`config.mk`:
```
export PLATFORM = sky130hd
export DESIGN_NAME = fila_resposta
export DESIGN_NICKNAME = d
export VERILOG_FILES = /design/src/rtl/fila_resposta.sv
export SDC_FILE = /design/constraint.sdc
export NUM_CORES = 1
export LEC_CHECK = 0
export ABC_AREA = 1
export CORE_UTILIZATION = 55
export CTS_CLUSTER_DIAMETER = 100
export DETAILED_ROUTE_END_ITERATION = 6
export GPL_TIMING_DRIVEN = 1
export PLACE_DENSITY = 0.84
export SLEW_MARGIN = 20
export SYNTH_ARGS = -nofsm -noshare
export SYNTH_HDL_FRONTEND = slang
export SYNTH_SLANG_ARGS = --single-unit
```
`constraint.sdc`:
```
create_clock -name clock -period 5.05 [get_ports clock]
set_input_delay 1.01 -clock clock [delete_from_list [all_inputs] [get_ports clock]]
set_output_delay 1.01 -clock clock [all_outputs]
set_load 0.02 [all_outputs]
```
`src/rtl/fila_resposta.sv`:
```
// Response queue between the sensor front end and the UART transmitter.
// Buffers (command, value) pairs and releases them one frame at a time with an inter-frame gap.
module fila_resposta #(
    parameter int DEPTH          = 4,
    parameter int ADDR_W         = 2,
    parameter int GAP_CYCLES     = 16,
    parameter int TIMEOUT_CYCLES = 200000
) (
    input  logic              clock,
    input  logic              reset,
    input  logic              in_valid,
    input  logic [7:0]        in_command,
    input  logic [7:0]        in_value,
    input  logic              tx_busy,
    input  logic              tx_done,
    output logic              out_start,
    output logic [7:0]        out_command,
    output logic [7:0]        out_value,
    output logic [ADDR_W:0]   count,
    output logic              empty,
    output logic              full,
    output logic              overflow,
    output logic              tx_timeout
);

    localparam int GAP_W = (GAP_CYCLES > 1) ? $clog2(GAP_CYCLES) : 1;
    localparam int TO_W  = (TIMEOUT_CYCLES > 1) ? $clog2(TIMEOUT_CYCLES) : 1;
    localparam logic [GAP_W-1:0]  GAP_LOAD   = GAP_W'(GAP_CYCLES - 1);
    localparam logic [TO_W-1:0]   TO_LAST    = TO_W'(TIMEOUT_CYCLES - 1);
    localparam logic [ADDR_W:0]   FULL_COUNT = (ADDR_W + 1)'(DEPTH);

    typedef enum logic [1:0] {IDLE, START, WAIT_DONE, GAP} state_t;

    state_t             state;
    state_t             state_next;
    logic [15:0]        mem [DEPTH];
    logic [ADDR_W-1:0]  wr_ptr;
    logic [ADDR_W-1:0]  rd_ptr;
    logic [GAP_W-1:0]   gap_cnt;
    logic [TO_W-1:0]    to_cnt;
    logic               push;
    logic               pop;
    logic               to_expired;

    assign empty      = (count == '0);
    assign full       = (count == FULL_COUNT);
    // Room is judged on the pre-edge count, so a same-cycle pop never frees a slot for the push.
    assign push       = in_valid && !full;
    assign pop        = (state == IDLE) && !empty && !tx_busy;
    assign to_expired = (to_cnt == TO_LAST);
    assign out_start  = (state == START);

    always_ff @(posedge clock) begin
        if (reset) begin
            state <= IDLE;
        end else begin
            state <= state_next;
        end
    end

    always_comb begin
        state_next = state;
        case (state)
            IDLE:      if (pop) state_next = START;
            START:     state_next = WAIT_DONE;
            WAIT_DONE: if (tx_done || to_expired) state_next = GAP;
            GAP:       if (gap_cnt == '0) state_next = IDLE;
            default:   state_next = IDLE;
        endcase
    end

    always_ff @(posedge clock) begin
        if (push) begin
            mem[wr_ptr] <= {in_command, in_value};
        end
    end

    always_ff @(posedge clock) begin
        if (reset) begin
            wr_ptr      <= '0;
            rd_ptr      <= '0;
            count       <= '0;
            out_command <= '0;
            out_value   <= '0;
            overflow    <= 1'b0;
        end else begin
            if (push) begin
                wr_ptr <= wr_ptr + 1'b1;
            end else if (in_valid) begin
                overflow <= 1'b1;
            end
            if (pop) begin
                rd_ptr                   <= rd_ptr + 1'b1;
                {out_command, out_value} <= mem[rd_ptr];
            end
            if (push && !pop) begin
                count <= count + 1'b1;
            end else if (pop && !push) begin
                count <= count - 1'b1;
            end
        end
    end

    // An abandoned frame still gets the full gap so the UART can settle before the next start.
    always_ff @(posedge clock) begin
        if (reset) begin
            gap_cnt    <= '0;
            to_cnt     <= '0;
            tx_timeout <= 1'b0;
        end else begin
            case (state)
                START: to_cnt <= '0;
                WAIT_DONE: begin
                    if (tx_done) begin
                        gap_cnt <= GAP_LOAD;
                    end else if (to_expired) begin
                        gap_cnt    <= GAP_LOAD;
                        tx_timeout <= 1'b1;
                    end else begin
                        to_cnt <= to_cnt + 1'b1;
                    end
                end
                GAP: if (gap_cnt != '0) gap_cnt <= gap_cnt - 1'b1;
                default: ;
            endcase
        end
    end

endmodule

```
# Word level (Yosys, flattened, before mapping)
# Memory sizes are Yosys's and may differ from the RTL's. A register that Yosys moved wholly into a read port is not among the register bits.
# Index checks and enable logic that the tools add are counted.
# classes
addsub	6
n_mul	0
n_div	0
n_lt_le_gt_ge	0
eq_ne	12
shift	0
n_mux	15
bitwise	2
reduce_logical	23
# op_table
cell	n
two-way mux 18 bit	2
case mux 18 bit (2 select lines)	1
adder 18 x 1 -> 18 bit (second input constant)	1
== test 18 bit (second input constant)	1
two-way mux 4 bit	3
!= test 2 bit (second input constant)	6
AND reduction 3 bit	4
case mux 2 bit (4 select lines)	1
case mux 4 bit (2 select lines)	1
two-way mux 2 bit	3
two-way mux 3 bit	2
nonzero test 2 bit	3
logical AND 1 bit	5
zero test 1 bit	5
adder 2 x 1 -> 2 bit (second input constant)	2
== test 2 bit (second input constant)	2
zero test 4 bit	1
nonzero test 4 bit	1
subtractor 4 x 1 -> 4 bit (second input constant)	1
adder 3 x 1 -> 3 bit (second input constant)	1
== test 3 bit (second input constant)	1
zero test 3 bit	1
!= test 3 bit (second input constant)	1
subtractor 3 x 1 -> 3 bit (second input constant)	1
6 further kinds	8
# totals
reg_bits	33
latchBits	0
ram_bits	64
rom_bits	0
wordCells	67
memories	1
# mem_list
name	depth	width	read_ports	rd_ports_with_merged_regs	write_ports	line_no	text
mem	4	16	1	1	1	36	logic [15:0] mem [DEPTH];

# Logic depth before layout (Yosys ltp)
# logic_depth
word_depth	7
mapped_depth	12
depth_no_buf	12

# Worst setup path after synthesis
# No wires, ideal clock.
# synth_timing
kind	input to register
start	input in_valid
end	memory mem[0][0] (enable)
setup_ns	0.389
arrival_time_ns	2.044
t_required_ns	4.661
path_slack_ns	2.618
cell_stages	4
n_path_buf	0
cell_sequence	inv_1 nor2_1 inv_1 nor2_1
# synth_between
elab_chain_len	3
# synth_lines
item	line_no	text
start, declared	11	input logic in_valid,
logical AND 1 bit	48	assign push = in_valid && !full;
via push	41	logic push;
two-way mux 1 bit	73	if (push) begin
two-way mux 1 bit (implied by the code)	74	mem[wr_ptr] <= {in_command, in_value};
end, declared	36	
# The timed path passes the listed nets, and every way through them passes these cells.

# Worst setup path after layout
# layout_timing
start	register count[2]
end	output full
# layout_between
elab_chain_len	1
# layout_lines
item	line_no	text
start, declared	19	output logic [ADDR_W:0] count,
start signal, assigned	97	count <= count + 1'b1;
start signal, assigned	99	count <= count - 1'b1;
== test 3 bit	46	assign full = (count == FULL_COUNT);
end, declared	21	output logic full,
# Every way passes these cells.

==> flow_summary.toml <==
[status]
outcome = "finished clean"

[power]
ir_drop_uv = 379
power_leakage_nw = 2.21
swShare_pct = 34.3
report.power.total_mw = 3.27
pwr-share-clk_pct = 35.5
p_per_area_nw_per_um2 = 547
p_int_mw = 2.15
p_sw_mw = 1.12
seqPwrFrac_pct = 38.0
combPwrFrac_pct = 26.5

[finish]
postLayoutCellArea_sq_um = 5980
layout.core_utilization_pct = 68.9
fill_cells = 622
num_antenna_cells = 0
area_growth_pct = 21.7
drive_gt1_share_pct = 6.87
final_nets = 618
stdcell_count = 705

[cts]
tritoncts = "built"
root_buffer = "clkbuf_8"
cts_made_buffers = 17
clockBufferDepth = 2
clk_pin_slew_ns = 0.06
clkLatencyLatePin_ns = 0.52
cts.sink_count = 113
post_cts_resized = 0
cts_setup_buffers = 0
cts_max_level = 4
postCtsHoldBufs = 0

[setup_path]
required_ns = 4.04
crit_fanout = 4
end_kind = "output port"
critPathKind = "flop to output port"
arrival_ns = 1.90
crit_path_start_kind = "flop"

[logic_synthesis]
synth-warning-count = 0
netlist_area_sq_um = 4910
synthAdderAreaFrac_pct = 3.46
yosys.area.top_type_share_pct = 39.1
ys_ff_latch = 113
synth_top_family_by_area = "simple AND/OR/NAND/NOR gates"
synth_ff_type = "edfxtp_1"
synth-simple-area-share_pct = 19.5
async_flop_share_pct = 0
post-synth-top-area-cell = "edfxtp_1"
synth-xor-area-share_pct = 1.07
synth_cell_types = 28
synthCells = 539
synth_mux_area_share_pct = 0
yosys-top-cells-count = "116 x nor2_1, 74 x nand2_1, 64 x edfxtp_1, 59 x o21ai_0, 49 x dfxtp_1"
yosys-top-cells-area = "edfxtp_1 39%, dfxtp_1 20%, nor2_1 8.9%"
synth_compound_area_share_pct = 11.2
yosysSeqAreaShare_pct = 59.1
synth_nets = 573
synth.most_common_cell = "nor2_1"
synth_edf_count = 64
syn_avg_cell_area_sq_um = 9.11

[global_routing]
grt_pass1_wl_um = 17300
antenna_found_initial = 0
grt_pass1_vias = 3743
grt_start_max_net_pins = 35
grt.overflow.total = 0
track_usage_pct = 25.2

[placed_design]
dp_cells = 673
placed_cell_area_sq_um = 5410
gp_congestion = 0.841
dp_hpwl_um = 6200
port_buffers = 44

[timing]
fmax_ghz = 0.344
tns_ns = 0
fin_crit_ns = 2.91
slew_violations = 0
slew_headroom_pct = 32.0
clock_skew_ns = 0.0103
setup_viol = 0
hold_viol_final = 0
tightest_slew_ns = 1.02
rsz0062_at_grt = "false"
fin_crit_sh_pct = 57.6

[floorplanning]
num_rows = 34
die_w_um = 96.5
core_region_area_sq_um = 8680
pin_count = 45
die-area_sq_um = 9310
start_util_pct = 56.6
fp.dieH_um = 96.5

[worst_hold_path]
holdCritPathClass = "flop to flop"

[routing]
drc = 0
vias_per_cell = 5.59
num_vias = 3938
ant_nets = 0
routedWlPerCell_um = 15.7
wirelength_um = 11000
drt_pass1_iterations = 5
drt_iter0_drc = 328

[run]
cap_violations = 0
power by group through the flow:
stage | Clock, mW | Combinational [mW] | Sequential [mW]
6_report | 1.16 | 0.868 | 1.24
5_1_grt | 1.21 | 0.958 | 1.26
4_1_cts | 1.17 | 0.864 | 1.24
3_5_place_dp | 0 | 0.842 | 1.25
3_3_place_gp | 0 | 0.810 | 1.25
2_1_floorplan | 0 | 0.522 | 1.28
sequential cells by signal, summed over array words and instances (netlist names):
signal	flops
count	3
state	2
overflow	1
mem	64
rd_ptr	2
wr_ptr	2
out_value	8
tx_timeout	1
gap_cnt	4
to_cnt	18
out_command	8
critical path, cell delays in order, from the launching register on:
cell             delay (ns)
dfxtp_1                0.34
inv_1                  0.09
nor3_1                 0.28
clkdlybuf4s50_1        0.68
per-stage QoR:
| stage | hold WS (ns) | setup WS [ns] |
|---|---|---|
| 6_report | 0.460 | 2.14 |
| 5_1_grt | 0.483 | 2.10 |
| 4_1_cts | 0.461 | 2.15 |
| 3_5_place_dp | 0.450 | 1.83 |
| 3_3_place_gp | 0.449 | 1.91 |
| 2_1_floorplan | 0.441 | 2.62 |
per-layer routing:
metal | vias up | track usage [%] | routed length [um]
met1 | 1843 | 29.4 | 4320
met4 | 0 | 12.9 | 286
li1 | 1901 | - | -
met2 | 167 | 42.7 | 5750
met3 | 27 | 6.81 | 681
met5 | - | 0 | 0
placed cells by master (no fill, tap or decap), drive strengths merged:
| master | count |
|---|---|
| or2 | 1 |
| clkdlybuf4s50 | 44 |
| bufinv | 2 |
| nor3b | 1 |
| fa | 1 |
| a21boi | 2 |
| buf | 4 |
| nand2 | 77 |
| nor3 | 4 |
| inv | 50 |
| a21oi | 26 |
| nor2 | 117 |
| xnor2 | 2 |
| ha | 12 |
| o21a | 1 |
| edfxtp | 64 |
| and3 | 1 |
| clkbuf | 18 |
| nand3 | 31 |
| dfxtp | 49 |
| clkinv | 3 |
| xor2 | 4 |
| clkinvlp | 4 |
| o21ai | 59 |
| nand4 | 4 |
| a31oi | 16 |
logic make-up after synthesis:
family / after synthesis
and+or+nand+nor: 236
buffers and inverters: 67
xor gates and xnor gates: 6
AOI/OAI and AO/OA: 104
adders and majority gates: 13
DFF: 113
worst paths after layout:
check	from	to	slack (ns)	cells after the start
setup / recovery	count[2]	full	2.14	3
hold / removal	overflow	overflow	0.46	2
setup reg to reg	state[0]	to_cnt[3]	2.64	7
hold reg to reg	overflow	overflow	0.46	2
layout make-up:
cell class                 instances  area, sq um  share of cell area (%)
clock buffer                      18          418                    6.99
inverter                          45          169                    2.83
multi-input combinational        359         1730                    28.9
timing repair buffer              48          470                    7.87
sequential                       113         2900                    48.6
tap                              108          135                    2.26
clock inverter                    14          153                    2.55
(Power assumes the default switching activity.)
